**src/rtl/ct_biu_csr_arb_pkg.sv**
```systemverilog
// Shared types and default sizing for the BIU CSR multi-requester arbiter.
// Holds the arbiter state encoding and the default parameter values.
package ct_biu_csr_arb_pkg;

    typedef enum logic [1:0] {
        IDLE = 2'd0,
        BUSY = 2'd1,
        GAP  = 2'd2
    } arb_state_e;

    localparam int DEF_NUM_REQ   = 2;
    localparam int DEF_OP_W      = 16;
    localparam int DEF_WDATA_W   = 64;
    localparam int DEF_RDATA_W   = 128;
    localparam int DEF_TO_CYCLES = 1023;

endpackage

```
**src/rtl/ct_biu_csr_rr_pick.sv**
```systemverilog
// Round-robin picker: one-hot winner, searching from the index after ptr and wrapping.
// Purely combinational, zero latency; no state and no backpressure of its own.
module ct_biu_csr_rr_pick #(
    parameter int NUM_REQ = 2
) (
    input  logic [NUM_REQ-1:0]         req,
    input  logic [$clog2(NUM_REQ)-1:0] ptr,
    output logic [NUM_REQ-1:0]         grant
);

    logic found;

    // Offset i is the search distance from ptr; the first requesting index wins.
    always_comb begin
        grant = '0;
        found = 1'b0;
        for (int i = 1; i <= NUM_REQ; i++) begin
            for (int j = 0; j < NUM_REQ; j++) begin
                if (!found && req[j] && (((int'(ptr) + i) % NUM_REQ) == j)) begin
                    grant[j] = 1'b1;
                    found    = 1'b1;
                end
            end
        end
    end

endmodule

```
**src/rtl/ct_biu_csr_mreq_arbiter.sv**
```systemverilog
// Arbitrates NUM_REQ CSR requesters onto one BIU CSR port, one transaction at a time (IDLE->BUSY->GAP).
// Grant one cycle after request; requesters wait on req_sel; optional timeout via CT_BIU_CSR_ARB_TIMEOUT_EN.
module ct_biu_csr_mreq_arbiter
    import ct_biu_csr_arb_pkg::*;
#(
    parameter int NUM_REQ   = DEF_NUM_REQ,
    parameter int OP_W      = DEF_OP_W,
    parameter int WDATA_W   = DEF_WDATA_W,
    parameter int RDATA_W   = DEF_RDATA_W,
    parameter int TO_CYCLES = DEF_TO_CYCLES
) (
    input  logic                       forever_cpuclk,
    input  logic                       cpurst,
    input  logic [NUM_REQ-1:0]         req_sel,
    input  logic [NUM_REQ*OP_W-1:0]    req_op,
    input  logic [NUM_REQ*WDATA_W-1:0] req_wdata,
    output logic [NUM_REQ-1:0]         req_cmplt,
    output logic [NUM_REQ-1:0]         req_err,
    output logic [RDATA_W-1:0]         req_rdata,
    output logic                       biu_csr_sel,
    output logic [OP_W-1:0]            biu_csr_op,
    output logic [WDATA_W-1:0]         biu_csr_wdata,
    input  logic                       biu_csr_cmplt,
    input  logic [RDATA_W-1:0]         biu_csr_rdata
);

    localparam int PTR_W = $clog2(NUM_REQ);

    arb_state_e           state_q, state_d;
    logic [NUM_REQ-1:0]   grant_q, winner;
    logic [PTR_W-1:0]     gidx_q, ptr_q, win_idx;
    logic [OP_W-1:0]      op_q, win_op;
    logic [WDATA_W-1:0]   wdata_q, win_wdata;
    logic                 busy, start, done, timeout_hit, to_fire;

    ct_biu_csr_rr_pick #(.NUM_REQ(NUM_REQ)) u_rr_pick (
        .req   (req_sel),
        .ptr   (ptr_q),
        .grant (winner)
    );

    always_comb begin
        win_idx   = '0;
        win_op    = '0;
        win_wdata = '0;
        for (int j = 0; j < NUM_REQ; j++) begin
            if (winner[j]) begin
                win_idx   = PTR_W'(j);
                win_op    = req_op[j*OP_W +: OP_W];
                win_wdata = req_wdata[j*WDATA_W +: WDATA_W];
            end
        end
    end

    assign busy  = (state_q == BUSY);
    assign start = (state_q == IDLE) && (|req_sel);

`ifdef CT_BIU_CSR_ARB_TIMEOUT_EN
    localparam int TO_W = $clog2(TO_CYCLES + 1);
    logic [TO_W-1:0] to_cnt_q;

    always_ff @(posedge forever_cpuclk) begin
        if (cpurst) begin
            to_cnt_q <= '0;
        end else if (start) begin
            to_cnt_q <= '0;
        end else if (busy && (to_cnt_q != TO_W'(TO_CYCLES))) begin
            to_cnt_q <= to_cnt_q + 1'b1;
        end
    end

    assign timeout_hit = busy && (to_cnt_q == TO_W'(TO_CYCLES));
`else
    logic to_cycles_unused;
    assign to_cycles_unused = (TO_CYCLES != 0);
    assign timeout_hit      = 1'b0;
`endif

    // A real completion in the timeout cycle wins over the error.
    assign to_fire = timeout_hit && !biu_csr_cmplt;
    assign done    = busy && (biu_csr_cmplt || timeout_hit);

    always_comb begin
        state_d = state_q;
        case (state_q)
            IDLE:    if (|req_sel) state_d = BUSY;
            BUSY:    if (done)     state_d = GAP;
            GAP:                   state_d = IDLE;
            default:               state_d = IDLE;
        endcase
    end

    always_ff @(posedge forever_cpuclk) begin
        if (cpurst) begin
            state_q <= IDLE;
            grant_q <= '0;
            gidx_q  <= '0;
            ptr_q   <= PTR_W'(NUM_REQ - 1);
            op_q    <= '0;
            wdata_q <= '0;
        end else begin
            state_q <= state_d;
            if (start) begin
                grant_q <= winner;
                gidx_q  <= win_idx;
                op_q    <= win_op;
                wdata_q <= win_wdata;
            end else if (done) begin
                grant_q <= '0;
                ptr_q   <= gidx_q;
                op_q    <= '0;
                wdata_q <= '0;
            end
        end
    end

    // grant_q, op_q and wdata_q are only non-zero in BUSY, so outputs need no extra state gating.
    assign biu_csr_sel   = busy;
    assign biu_csr_op    = op_q;
    assign biu_csr_wdata = wdata_q;
    assign req_cmplt     = {NUM_REQ{done}} & grant_q;
    assign req_err       = {NUM_REQ{to_fire}} & grant_q;
    assign req_rdata     = (busy && !to_fire) ? biu_csr_rdata : '0;

endmodule

```
**config.mk**
```make
export PLATFORM = sky130hd
export DESIGN_NAME = ct_biu_csr_mreq_arbiter
export DESIGN_NICKNAME = d
export VERILOG_FILES = /design/src/rtl/ct_biu_csr_arb_pkg.sv /design/src/rtl/ct_biu_csr_rr_pick.sv /design/src/rtl/ct_biu_csr_mreq_arbiter.sv
export SDC_FILE = /design/constraint.sdc
export NUM_CORES = 1
export LEC_CHECK = 0
export BUFFER_PORTS_ARGS = -buffer_cell sky130_fd_sc_hd__clkbuf_2
export CORE_AREA = 2 2 196 198
export DETAILED_ROUTE_END_ITERATION = 8
export DIE_AREA = 0 0 198 200
export HOLD_SLACK_MARGIN = 0.06
export SYNTH_ARGS = -nofsm -noshare
export SYNTH_HDL_FRONTEND = slang
export SYNTH_HIERARCHICAL = 1
export SYNTH_SLANG_ARGS = --single-unit
```
**constraint.sdc**
```tcl
create_clock -name forever_cpuclk -period 1.7 [get_ports forever_cpuclk]
set_input_delay 0.255 -clock forever_cpuclk [delete_from_list [all_inputs] [get_ports forever_cpuclk]]
set_output_delay 0.255 -clock forever_cpuclk [all_outputs]
set_load 0.005 [all_outputs]
```
==> results of run 1 <==
[critical path, stage by stage, from the launching register on]
cell	delay [ns]
dfxtp_4	0.37
nor2b_4	0.17
buf_12	0.13
buf_16	0.15
buf_16	0.16
and2_4	0.16
buf_6	0.10
[through the flow]
step	total power [W]	hold WS, ns	cell area (um^2)	setup slack, ns	utilization, %
after global routing	0.00668	0.149	8710	-0.242	23.3
final	0.00635	0.161	8730	-0.166	23.3
after CTS	0.00619	0.133	8200	-0.200	21.9
after detailed placement	0.00376	0.447	7410	0.0437	19.8
after global placement	0.00375	0.445	7410	0.113	19.8
after floorplan	0.00289	0.393	4240	0.158	-
[placed cells by master, fill, tap and decap left out, types with 2 or more instances in the layout]
master and count:
nor2_1 2, nor2b_4 2, buf_4 16, buf_2 3, buf_8 6, inv_1 2
buf_16 11, nand2b_1 2, buf_12 8, clkinv_4 3, and2_1 82, dfxtp_1 84
a22o_1 2, or3_1 2, and2_4 46, o2bb2ai_1 79, and3_4 3, conb_1 2
buf_6 42, clkinvlp_4 2, clkbuf_2 454, a21oi_1 2, clkbuf_16 15, diode_2 5
a22oi_1 80
[power groups by stage]
stage	logic, W	registers [W]	clock network [W]
6_report	0.00207	0.00223	0.00204
4_1_cts	0.00183	0.00223	0.00213
3_3_place_gp	0.00147	0.00228	0
3_5_place_dp	0.00149	0.00227	0
5_1_grt	0.00222	0.00224	0.00221
2_1_floorplan	0.000616	0.00227	0
[flip-flops by register name, indices dropped and copies added, names as in the netlist]
name / count
state_q: 2
ptr_q: 1
gidx_q: 1
biu_csr_wdata: 64
biu_csr_op: 16
grant_q: 2
[kinds of logic (layout without fill, tap and decap cells)]
logic type	Yosys count	in the layout
AO/OA/AOI/OAI	169	169
AND/OR/NAND/NOR	143	143
flip-flops	86	86
buffers and inverters	55	564
other	1	7
[area by class of cell]
type / instances / area, um^2 / area share [%]
Multi-Input combinational cell: 314 / 2450 / 28.0
Inverter: 2 / 7.51 / 0.0860
Timing Repair Buffer: 546 / 3580 / 41.1
Tap cell: 511 / 639 / 7.33
Clock buffer: 10 / 239 / 2.74
Sequential cell: 86 / 1730 / 19.8
Clock inverter: 6 / 71.3 / 0.817
Antenna cell: 5 / 12.5 / 0.143
[timing repair]
item | 4_1_cts | 5_1_grt
hold buffers | 0 | 0
cloned | 10 | 6
endpoints found under the hold margin | 0 | 0
setup buffers | 7 | 4
endpoints found under the setup margin | 131 | 199
gates resized for setup | 41 | 100
pin swaps | 17 | 34
[per-layer routing]
layer	up-vias	share of wire, %	global-route usage [%]
met5	-	0.15	0
met2	339	46	16.9
li1	2691	-	-
met3	29	12	5.95
met1	2673	40	13.9
met4	6	1.6	2.78
[worst paths after layout]
| path | end | cells after the start | slack [ns] | startpoint |
|---|---|---|---|---|
| max reg2reg | ptr_q$_SDFFE_PP1P_ | 7 | 0.05 | state_q[0]$_SDFFE_PP0P_ |
| min reg2reg | biu_csr_wdata[10]$_SDFFE_PP0P_ | 1 | 0.46 | biu_csr_wdata[10]$_SDFFE_PP0P_ |
| min | biu_csr_wdata[32]$_SDFFE_PP0P_ | 3 | 0.16 | req_wdata[32] |
| max | req_rdata[77] | 6 | -0.17 | state_q[0]$_SDFFE_PP0P_ |
==> results_tabular.tex, run 1 <==
\begin{tabular}{lr}
\hline
Metric & Value \\
\hline
\multicolumn{2}{l}{\textbf{Yosys}} \\
Dominant cell type by area after synthesis & dfxtp\_1 \\
Synth area leaders & dfxtp\_1 41\%, and2\_1 19\%, o2bb2ai\_1 17\%, a22oi\_1 14\%, clkbuf\_1 3.0\% \\
Share of cell area taken by muxes after synthesis & 0\% \\
Complex-gate fraction of the synthesized area & 32.6\% \\
Mean cell area of the mapped netlist & 9.33 um\^{}2 \\
Leading register cell type out of synthesis & dfxtp\_1 \\
Cell variety after synth & 24 \\
Mapped cell area & 4230 um\^{}2 \\
Count of flip-flops with a built-in enable after synthesis & 0 \\
Fraction of registers with async set/reset & 0\% \\
Library cell with the highest instance count after synthesis & and2\_1 \\
Largest family of logic cells by synthesized area & compound AO/OA/AOI/OAI gates \\
Cell count after synthesis & 454 \\
Yosys warns & 6 \\
FF+latch count, synth & 86 \\
Cell types with the highest counts after synthesis & 128 x and2\_1, 86 x dfxtp\_1, 80 x a22oi\_1, 80 x o2bb2ai\_1, 34 x clkbuf\_1 \\
Post-Synth Adder-Cell Area & 0\% \\
Simple-Gate Fraction of Synth Area & 21.1\% \\
Xor-xnor portion of the synthesized cell area & 0\% \\
Share of the synthesized area in the top cell type & 40.7\% \\
Portion of the post-synthesis area used by sequential elements & 40.7\% \\
\multicolumn{2}{l}{\textbf{Timing}} \\
Final setup fails & 131 \\
Total negative slack & -16.53 ns \\
Count of pins over their slew limit & 0 \\
Setup repair after global routing missed its margin & yes \\
Worst path setup slack after routing & -0.166 ns \\
Part of the cycle the worst path needs & 110\% \\
Clk\_skew & 0.00599 ns \\
Max Clock Freq & 0.536 GHz \\
Hold Fails Final Rpt & 0 \\
Min Clock Period, post-route & 1.87 ns \\
\multicolumn{2}{l}{\textbf{Routing}} \\
Number of remaining DRC errors & 0 \\
Detailed-route vias per instance & 3.88 \\
Number of DRC markers after the initial detailed-route iteration & 311 \\
Number of iterations in the first detailed-routing pass & 5 \\
Post-detailed-route count of antenna-violating nets & 0 \\
Final routed wirelength across all metal layers & 25500 um \\
Routed WL per cell & 17.2 um \\
Vias post-DR & 5738 \\
\multicolumn{2}{l}{\textbf{GRT}} \\
Number of antenna violations at the first check in global routing & 10 \\
Pin count of the biggest net entering global routing & 73 \\
Total global routing track utilization & 11.2\% \\
Leftover overflow at the end of global routing & 0 \\
Number of global-route vias before repair & 5066 \\
Global-route wire length before repair & 32100 um \\
\multicolumn{2}{l}{\textbf{Power}} \\
Static leakage power & 4.26 nW \\
Part of the power in combinational logic & 32.7\% \\
Clk pwr share & 32.2\% \\
Cell internal pwr & 0.00448 W \\
Maximum vdd drop & 455 uV \\
Switching power summed over all nets & 0.00187 W \\
Power share of the sequential group & 35.1\% \\
Net switching fraction of the power & 29.4\% \\
P per Cell Area & 727 nW/um\^{}2 \\
\multicolumn{2}{l}{\textbf{Setup path}} \\
Data required time of the worst path & 1.44 ns \\
Class of the most critical setup path & reg -> out \\
Endpoint type of the worst setup path & primary output \\
Critical path fanouts, max & 8 \\
Startpoint Class & register \\
CP arrival & 1.61 ns \\
\multicolumn{2}{l}{\textbf{Clock network}} \\
CTS tree & done \\
Clock-pin slew on the worst setup and hold paths & 0.07 ns \\
Inserted Clock Buffers & 9 \\
Count of clock tree sinks & 86 \\
Number of buffers on the longest clock path & 2 \\
Clock tree root buffer cell & clkbuf\_16 \\
Number of levels in the clock H-tree & 3 \\
Insertion delay to the later sink of the worst-skew pair & 0.36 ns \\
\multicolumn{2}{l}{\textbf{Placed design}} \\
Routability Congestion & 0.933 \\
HPWL after detailed placement & 17500 um \\
Placed insts & 1435 \\
Port bufs & 503 \\
\multicolumn{2}{l}{\textbf{Final layout}} \\
Area growth from synthesis to layout & 106\% \\
Number of cells in the finished layout apart from fillers & 1480 \\
Share of cells above drive strength 1 & 64.3\% \\
Layout filler cell count & 4060 \\
Final net count & 1252 \\
\multicolumn{2}{l}{\textbf{Floorplan}} \\
Y dimension of the die & 200 um \\
Number of cell rows & 71 \\
Area of the core & 37400 um\^{}2 \\
Total die area & 39600 um\^{}2 \\
Chip width & 198 um \\
Starting Density & 11.3\% \\
I/O pin count & 506 \\
\multicolumn{2}{l}{\textbf{Outcome}} \\
Outcome & finished with violations \\
Violated checks & negative setup slack \\
\multicolumn{2}{l}{\textbf{Hold path}} \\
Hold Path Class & in -> reg \\
\multicolumn{2}{l}{\textbf{Flow run}} \\
\# Max-Cap Violations & 0 \\
\hline
\end{tabular}
No activity file was read; power rests on OpenSTA's default activity.
==> run 2, diff against run 1 <==
--- a/config.mk
+++ b/config.mk
@@ -6,10 +6,13 @@
 export NUM_CORES = 1
 export LEC_CHECK = 0
 export BUFFER_PORTS_ARGS = -buffer_cell sky130_fd_sc_hd__clkbuf_2
-export CORE_AREA = 2 2 196 198
+export CELL_PAD_IN_SITES_DETAIL_PLACEMENT = 1
+export CELL_PAD_IN_SITES_GLOBAL_PLACEMENT = 1
+export CORE_AREA = 2 2 194 196
 export DETAILED_ROUTE_END_ITERATION = 8
-export DIE_AREA = 0 0 198 200
+export DIE_AREA = 0 0 196 198
 export HOLD_SLACK_MARGIN = 0.06
+export PLACE_DENSITY_LB_ADDON = 0.1
 export SYNTH_ARGS = -nofsm -noshare
 export SYNTH_HDL_FRONTEND = slang
 export SYNTH_HIERARCHICAL = 1
==> results_tabular.tex, run 2 (same netlist as run 1, synthesis figures left out) <==
\begin{tabular}{lr}
\hline
Metric & Value \\
\hline
\multicolumn{2}{l}{\textbf{Outcome}} \\
Outcome & finished with violations \\
Violated checks & negative setup slack \\
\multicolumn{2}{l}{\textbf{Setup path}} \\
Class of the most critical setup path & reg -> reg \\
Cell-by-cell listing of the critical path & buf\_4 -> or4\_2 -> buf\_12 -> o2bb2ai\_1 \\
CP arrival & 2.05 ns \\
Critical path fanouts, max & 80 \\
Endpoint type of the worst setup path & register \\
Delay of the slowest cell on the worst path & 0.68 ns \\
Cells on worst reg2reg path & 4 \\
Data required time of the worst path & 1.98 ns \\
Startpoint Class & register \\
CP max-delay cell & or4\_2 \\
\multicolumn{2}{l}{\textbf{Clock network}} \\
Count of clock tree sinks & 86 \\
CTS tree & done \\
CTS hold repair buffers & 0 \\
Number of levels in the clock H-tree & 3 \\
Clock tree root buffer cell & clkbuf\_16 \\
Clock-pin slew on the worst setup and hold paths & 0.07 ns \\
Inserted Clock Buffers & 9 \\
Number of buffers on the longest clock path & 2 \\
Insertion delay to the later sink of the worst-skew pair & 0.35 ns \\
\multicolumn{2}{l}{\textbf{Power}} \\
Net switching fraction of the power & 29.7\% \\
Maximum vdd drop & 473 uV \\
Sum of internal, switching and leakage power & 0.00611 W \\
Cell internal pwr & 0.00430 W \\
Clk pwr share & 33.9\% \\
Switching power summed over all nets & 0.00181 W \\
Power share of the sequential group & 36.4\% \\
P per Cell Area & 744 nW/um\^{}2 \\
Static leakage power & 4.08 nW \\
Part of the power in combinational logic & 29.7\% \\
\multicolumn{2}{l}{\textbf{Timing}} \\
Count of pins over their slew limit & 0 \\
Part of the cycle the worst path needs & 104\% \\
Total negative slack & -3.28 ns \\
Max Clock Freq & 0.564 GHz \\
Setup repair after global routing missed its margin & yes \\
Final setup fails & 93 \\
Worst path setup slack after routing & -0.0732 ns \\
Clk\_skew & 0.00926 ns \\
Hold slack final & 0.171 ns \\
Hold Fails Final Rpt & 0 \\
Min Clock Period, post-route & 1.77 ns \\
\multicolumn{2}{l}{\textbf{Placed design}} \\
Port bufs & 503 \\
Routability Congestion & 0.849 \\
Cell area after placement & 7410 um\^{}2 \\
HPWL after detailed placement & 21200 um \\
\multicolumn{2}{l}{\textbf{Final layout}} \\
Max FFs per register & 64 \\
Share of cells above drive strength 1 & 62.4\% \\
Finished Cell Area & 8220 um\^{}2 \\
Final net count & 1238 \\
Most common cell after layout, fill and taps aside & clkbuf\_2 \\
Area growth from synthesis to layout & 94.1\% \\
Core utilization of the finished layout & 22.2\% \\
Commonest cells after routing, fill and taps aside & 460 x clkbuf\_2, 96 x and2\_1, 84 x dfxtp\_1 \\
\multicolumn{2}{l}{\textbf{Floorplan}} \\
Number of cell rows & 71 \\
Chip width & 196 um \\
I/O pin count & 506 \\
Area of the core & 37000 um\^{}2 \\
Starting Density & 11.5\% \\
Total die area & 38800 um\^{}2 \\
Y dimension of the die & 198 um \\
\multicolumn{2}{l}{\textbf{Hold path}} \\
Hold depth & 3 \\
Hold Path Class & in -> reg \\
\multicolumn{2}{l}{\textbf{Routing}} \\
Number of iterations in the first detailed-routing pass & 4 \\
Post-detailed-route count of antenna-violating nets & 0 \\
Number of DRC markers after the initial detailed-route iteration & 184 \\
Vias post-DR & 5468 \\
Detailed-route vias per instance & 3.83 \\
Number of remaining DRC errors & 0 \\
Final routed wirelength across all metal layers & 27200 um \\
Routed WL per cell & 19.0 um \\
\multicolumn{2}{l}{\textbf{GRT}} \\
Global-route wire length before repair & 37700 um \\
Number of global-route vias before repair & 5391 \\
Pin count of the biggest net entering global routing & 81 \\
Total global routing track utilization & 13.1\% \\
Leftover overflow at the end of global routing & 0 \\
Number of antenna violations at the first check in global routing & 5 \\
\multicolumn{2}{l}{\textbf{Flow run}} \\
\# Max-Cap Violations & 0 \\
\hline
\end{tabular}
==> run 2: path summary, 6_finish.rpt <==
check | from | endpoint | slack (ns)
max | state_q[0]$_SDFFE_PP0P_ | biu_csr_wdata[50]$_SDFFE_PP0P_ | -0.07
min | req_wdata[32] | biu_csr_wdata[32]$_SDFFE_PP0P_ | 0.17
max reg2reg | state_q[0]$_SDFFE_PP0P_ | biu_csr_wdata[50]$_SDFFE_PP0P_ | -0.07
min reg2reg | biu_csr_wdata[20]$_SDFFE_PP0P_ | biu_csr_wdata[20]$_SDFFE_PP0P_ | 0.46
==> run 2: final cells by class <==
class | instances | area (um^2)
multi-input cells | 314 | 2440
inverters | 2 | 7.51
clock buffers | 13 | 250
clock inverters | 3 | 43.8
repair buffers | 532 | 3160
fillers | 4411 | 28700
well taps | 474 | 593
diodes | 2 | 5.00
flip-flops and latches | 86 | 1720
==> run 2: timing repair <==
action                     CTS  global route
pin swaps                    1             9
buffers inserted             6             1
gates cloned                 2             1
gates resized for setup     20           100
setup endpoints to repair  104           210
==> run 2: metrics by stage <==
stage / worst slack, ns / std cells
finish: -0.0732 / 1426
global route: -0.149 / 1424
CTS: -0.0952 / 1423
detailed placement: 0.0593 / 1399
global placement: 0.0775 / 1399
floorplan: 0.158 / 455
==> run 2: critical path, delay by kind of cell, from the launching register on <==
kind	cells	cell delay, ns
flops	1	0.32
buf+inv	2	0.34
simple gates	1	0.68
compound gates	1	0.23
==> run 2: power groups by stage <==
stage	combinational, W	clock (W)	sequential [W]
floorplan	0.000616	0	0.00227
global placement	0.00163	0	0.00227
global route	0.00198	0.00225	0.00224
finish	0.00181	0.00208	0.00222
detailed placement	0.00162	0	0.00226
CTS	0.00174	0.00220	0.00222
==> run 2: routing by layer <==
layer	routed length [um]	track usage (%)
met1	11700	16.5
met2	13300	22.1
met3	1850	3.78
met4	273	2.72
met5	40	0
==> run 3, diff against run 2 <==
--- a/config.mk
+++ b/config.mk
@@ -9,6 +9,7 @@
 export CELL_PAD_IN_SITES_DETAIL_PLACEMENT = 1
 export CELL_PAD_IN_SITES_GLOBAL_PLACEMENT = 1
 export CORE_AREA = 2 2 194 196
+export CTS_CLUSTER_SIZE = 20
 export DETAILED_ROUTE_END_ITERATION = 8
 export DIE_AREA = 0 0 196 198
 export HOLD_SLACK_MARGIN = 0.06
==> constraint.sdc (replaced) <==
create_clock -name forever_cpuclk -period 1.9 [get_ports forever_cpuclk]
set_input_delay 0.285 -clock forever_cpuclk [delete_from_list [all_inputs] [get_ports forever_cpuclk]]
set_output_delay 0.285 -clock forever_cpuclk [all_outputs]
set_load 0.005 [all_outputs]
==> results_tabular.tex, run 3 (same netlist as run 1, synthesis figures left out) <==
\begin{tabular}{lr}
\hline
Metric & Value \\
\hline
\multicolumn{2}{l}{\textbf{Outcome}} \\
Outcome & finished clean \\
\multicolumn{2}{l}{\textbf{Timing}} \\
Max Clock Freq & 0.536 GHz \\
Setup repair after global routing missed its margin & yes \\
Part of the cycle the worst path needs & 98.1\% \\
Min Clock Period, post-route & 1.86 ns \\
Count of pins over their slew limit & 0 \\
Hold Fails Final Rpt & 0 \\
Clk\_skew & 0.00709 ns \\
Final setup fails & 0 \\
\multicolumn{2}{l}{\textbf{GRT}} \\
Total global routing track utilization & 12.8\% \\
Global-route wire length before repair & 36800 um \\
Pin count of the biggest net entering global routing & 69 \\
Number of antenna violations at the first check in global routing & 7 \\
Number of global-route vias before repair & 5339 \\
Leftover overflow at the end of global routing & 0 \\
\multicolumn{2}{l}{\textbf{Routing}} \\
Number of iterations in the first detailed-routing pass & 4 \\
Number of DRC markers after the initial detailed-route iteration & 167 \\
Number of remaining DRC errors & 0 \\
Post-detailed-route count of antenna-violating nets & 0 \\
Vias post-DR & 5471 \\
Routed WL per cell & 18.9 um \\
Final routed wirelength across all metal layers & 27000 um \\
Detailed-route vias per instance & 3.84 \\
\multicolumn{2}{l}{\textbf{Setup path}} \\
Startpoint Class & register \\
Critical path fanouts, max & 7 \\
CP arrival & 1.58 ns \\
Data required time of the worst path & 1.62 ns \\
Endpoint type of the worst setup path & primary output \\
Crit path from & state\_q[0]\$\_SDFFE\_PP0P\_ \\
Launch point of the worst reg-to-reg path & state\_q[1]\$\_SDFFE\_PP0P\_ \\
Class of the most critical setup path & reg -> out \\
\multicolumn{2}{l}{\textbf{Flow run}} \\
\# Max-Cap Violations & 0 \\
\multicolumn{2}{l}{\textbf{Final layout}} \\
Area growth from synthesis to layout & 92.0\% \\
Most common cell after layout, fill and taps aside & clkbuf\_2 \\
Core utilization of the finished layout & 22.0\% \\
Number of cells in the finished layout apart from fillers & 1426 \\
Share of cells above drive strength 1 & 60.9\% \\
Final net count & 1239 \\
Max FFs per register & 64 \\
Commonest cells after routing, fill and taps aside & 475 x clkbuf\_2, 105 x and2\_1, 84 x dfxtp\_1 \\
Layout filler cell count & 4445 \\
\multicolumn{2}{l}{\textbf{Floorplan}} \\
Y dimension of the die & 198 um \\
Starting Density & 11.5\% \\
Chip width & 196 um \\
Total die area & 38800 um\^{}2 \\
Area of the core & 37000 um\^{}2 \\
Number of cell rows & 71 \\
I/O pin count & 506 \\
\multicolumn{2}{l}{\textbf{Hold path}} \\
Hold Path Class & in -> reg \\
Source of the worst hold timing path & req\_wdata[60] \\
\multicolumn{2}{l}{\textbf{Clock network}} \\
Number of levels in the clock H-tree & 3 \\
Clock-pin slew on the worst setup and hold paths & 0.07 ns \\
Insertion delay to the later sink of the worst-skew pair & 0.35 ns \\
Clock tree root buffer cell & clkbuf\_16 \\
CTS tree & done \\
Count of clock tree sinks & 86 \\
Number of buffers on the longest clock path & 2 \\
Inserted Clock Buffers & 9 \\
\multicolumn{2}{l}{\textbf{Power}} \\
P per Cell Area & 656 nW/um\^{}2 \\
Static leakage power & 4.05 nW \\
Maximum vdd drop & 428 uV \\
\multicolumn{2}{l}{\textbf{Placed design}} \\
HPWL after detailed placement & 21100 um \\
Placed insts & 1395 \\
Routability Congestion & 0.858 \\
Port bufs & 503 \\
\hline
\end{tabular}
==> run 3: cell types whose count changed in the layout (fill, tap and decap cells not counted), moves of 7 or more <==
cell and change:
and2_1 +9, and2_4 -9, buf_4 -8, buf_6 -12
clkbuf_16 +7, clkbuf_2 +15, o2bb2ai_1 +8, o2bb2ai_2 -8
==> run 3: final cells by class <==
type,instances,area (um^2),share of cell area [%]
multi-input cells,314,2370,29.1
clock inverters,5,33.8,0.416
repair buffers,533,3160,38.8
diodes,1,2.50,0.0308
clock buffers,11,243,2.99
well taps,474,593,7.30
flip-flops and latches,86,1730,21.2
inverters,2,7.51,0.0924
==> run 3: critical path, cell delays in order (launching register included) <==
cell	delay (ns)
dfxtp_4	0.38
nor2b_4	0.17
buf_12	0.15
buf_12	0.14
clkbuf_16	0.14
and2_1	0.12
clkbuf_2	0.13
==> run 3: worst paths after layout <==
kind,to,slack (ns),cells past startpoint
setup / recovery,req_rdata[112],0.04,6
hold reg to reg,biu_csr_wdata[20]$_SDFFE_PP0P_,0.46,1
hold / removal,biu_csr_wdata[60]$_SDFFE_PP0P_,0.21,3
setup reg to reg,biu_csr_wdata[42]$_SDFFE_PP0P_,0.22,3
==> run 3: where the power goes <==
group / switching, W / leakage (nW) / internal, W
clock: 0.000801 / 0.132 / 0.000925
sequential: 0.0000686 / 0.704 / 0.00192
combinational: 0.000754 / 3.21 / 0.000865
total: 0.00162 / 4.05 / 0.00371
==> run 3: metal layers <==
metal / vias to the layer above / GRT usage, % / share of wire, %
li1: 2662 / - / -
met1: 2540 / 16.1 / 44
met2: 235 / 21.0 / 47
met3: 28 / 4.43 / 7.4
met4: 6 / 3.20 / 1.7
met5: - / 0 / 0.13
==> run 3: through the flow <==
stage / cell area (um^2) / hold WS [ns] / setup WS (ns) / TNS [ns] / power, W
3_3_place_gp: 7360 / 0.445 / 0.206 / 0 / 0.00347
2_1_floorplan: 4240 / 0.423 / 0.328 / 0 / 0.00258
4_1_cts: 7680 / 0.181 / -0.00178 / -0.00178 / 0.00530
3_5_place_dp: 7360 / 0.445 / 0.203 / 0 / 0.00345
5_1_grt: 8130 / 0.195 / -0.0328 / -0.635 / 0.00569
6_report: 8130 / 0.205 / 0.0354 / 0 / 0.00534
==> run 3: what timing repair did <==
item,4_1_cts,5_1_grt
pin swaps,0,10
hold buffers,0,0
gates cloned,1,9
gates resized for setup,5,71
setup endpoints to repair,91,82
buffers inserted,1,3
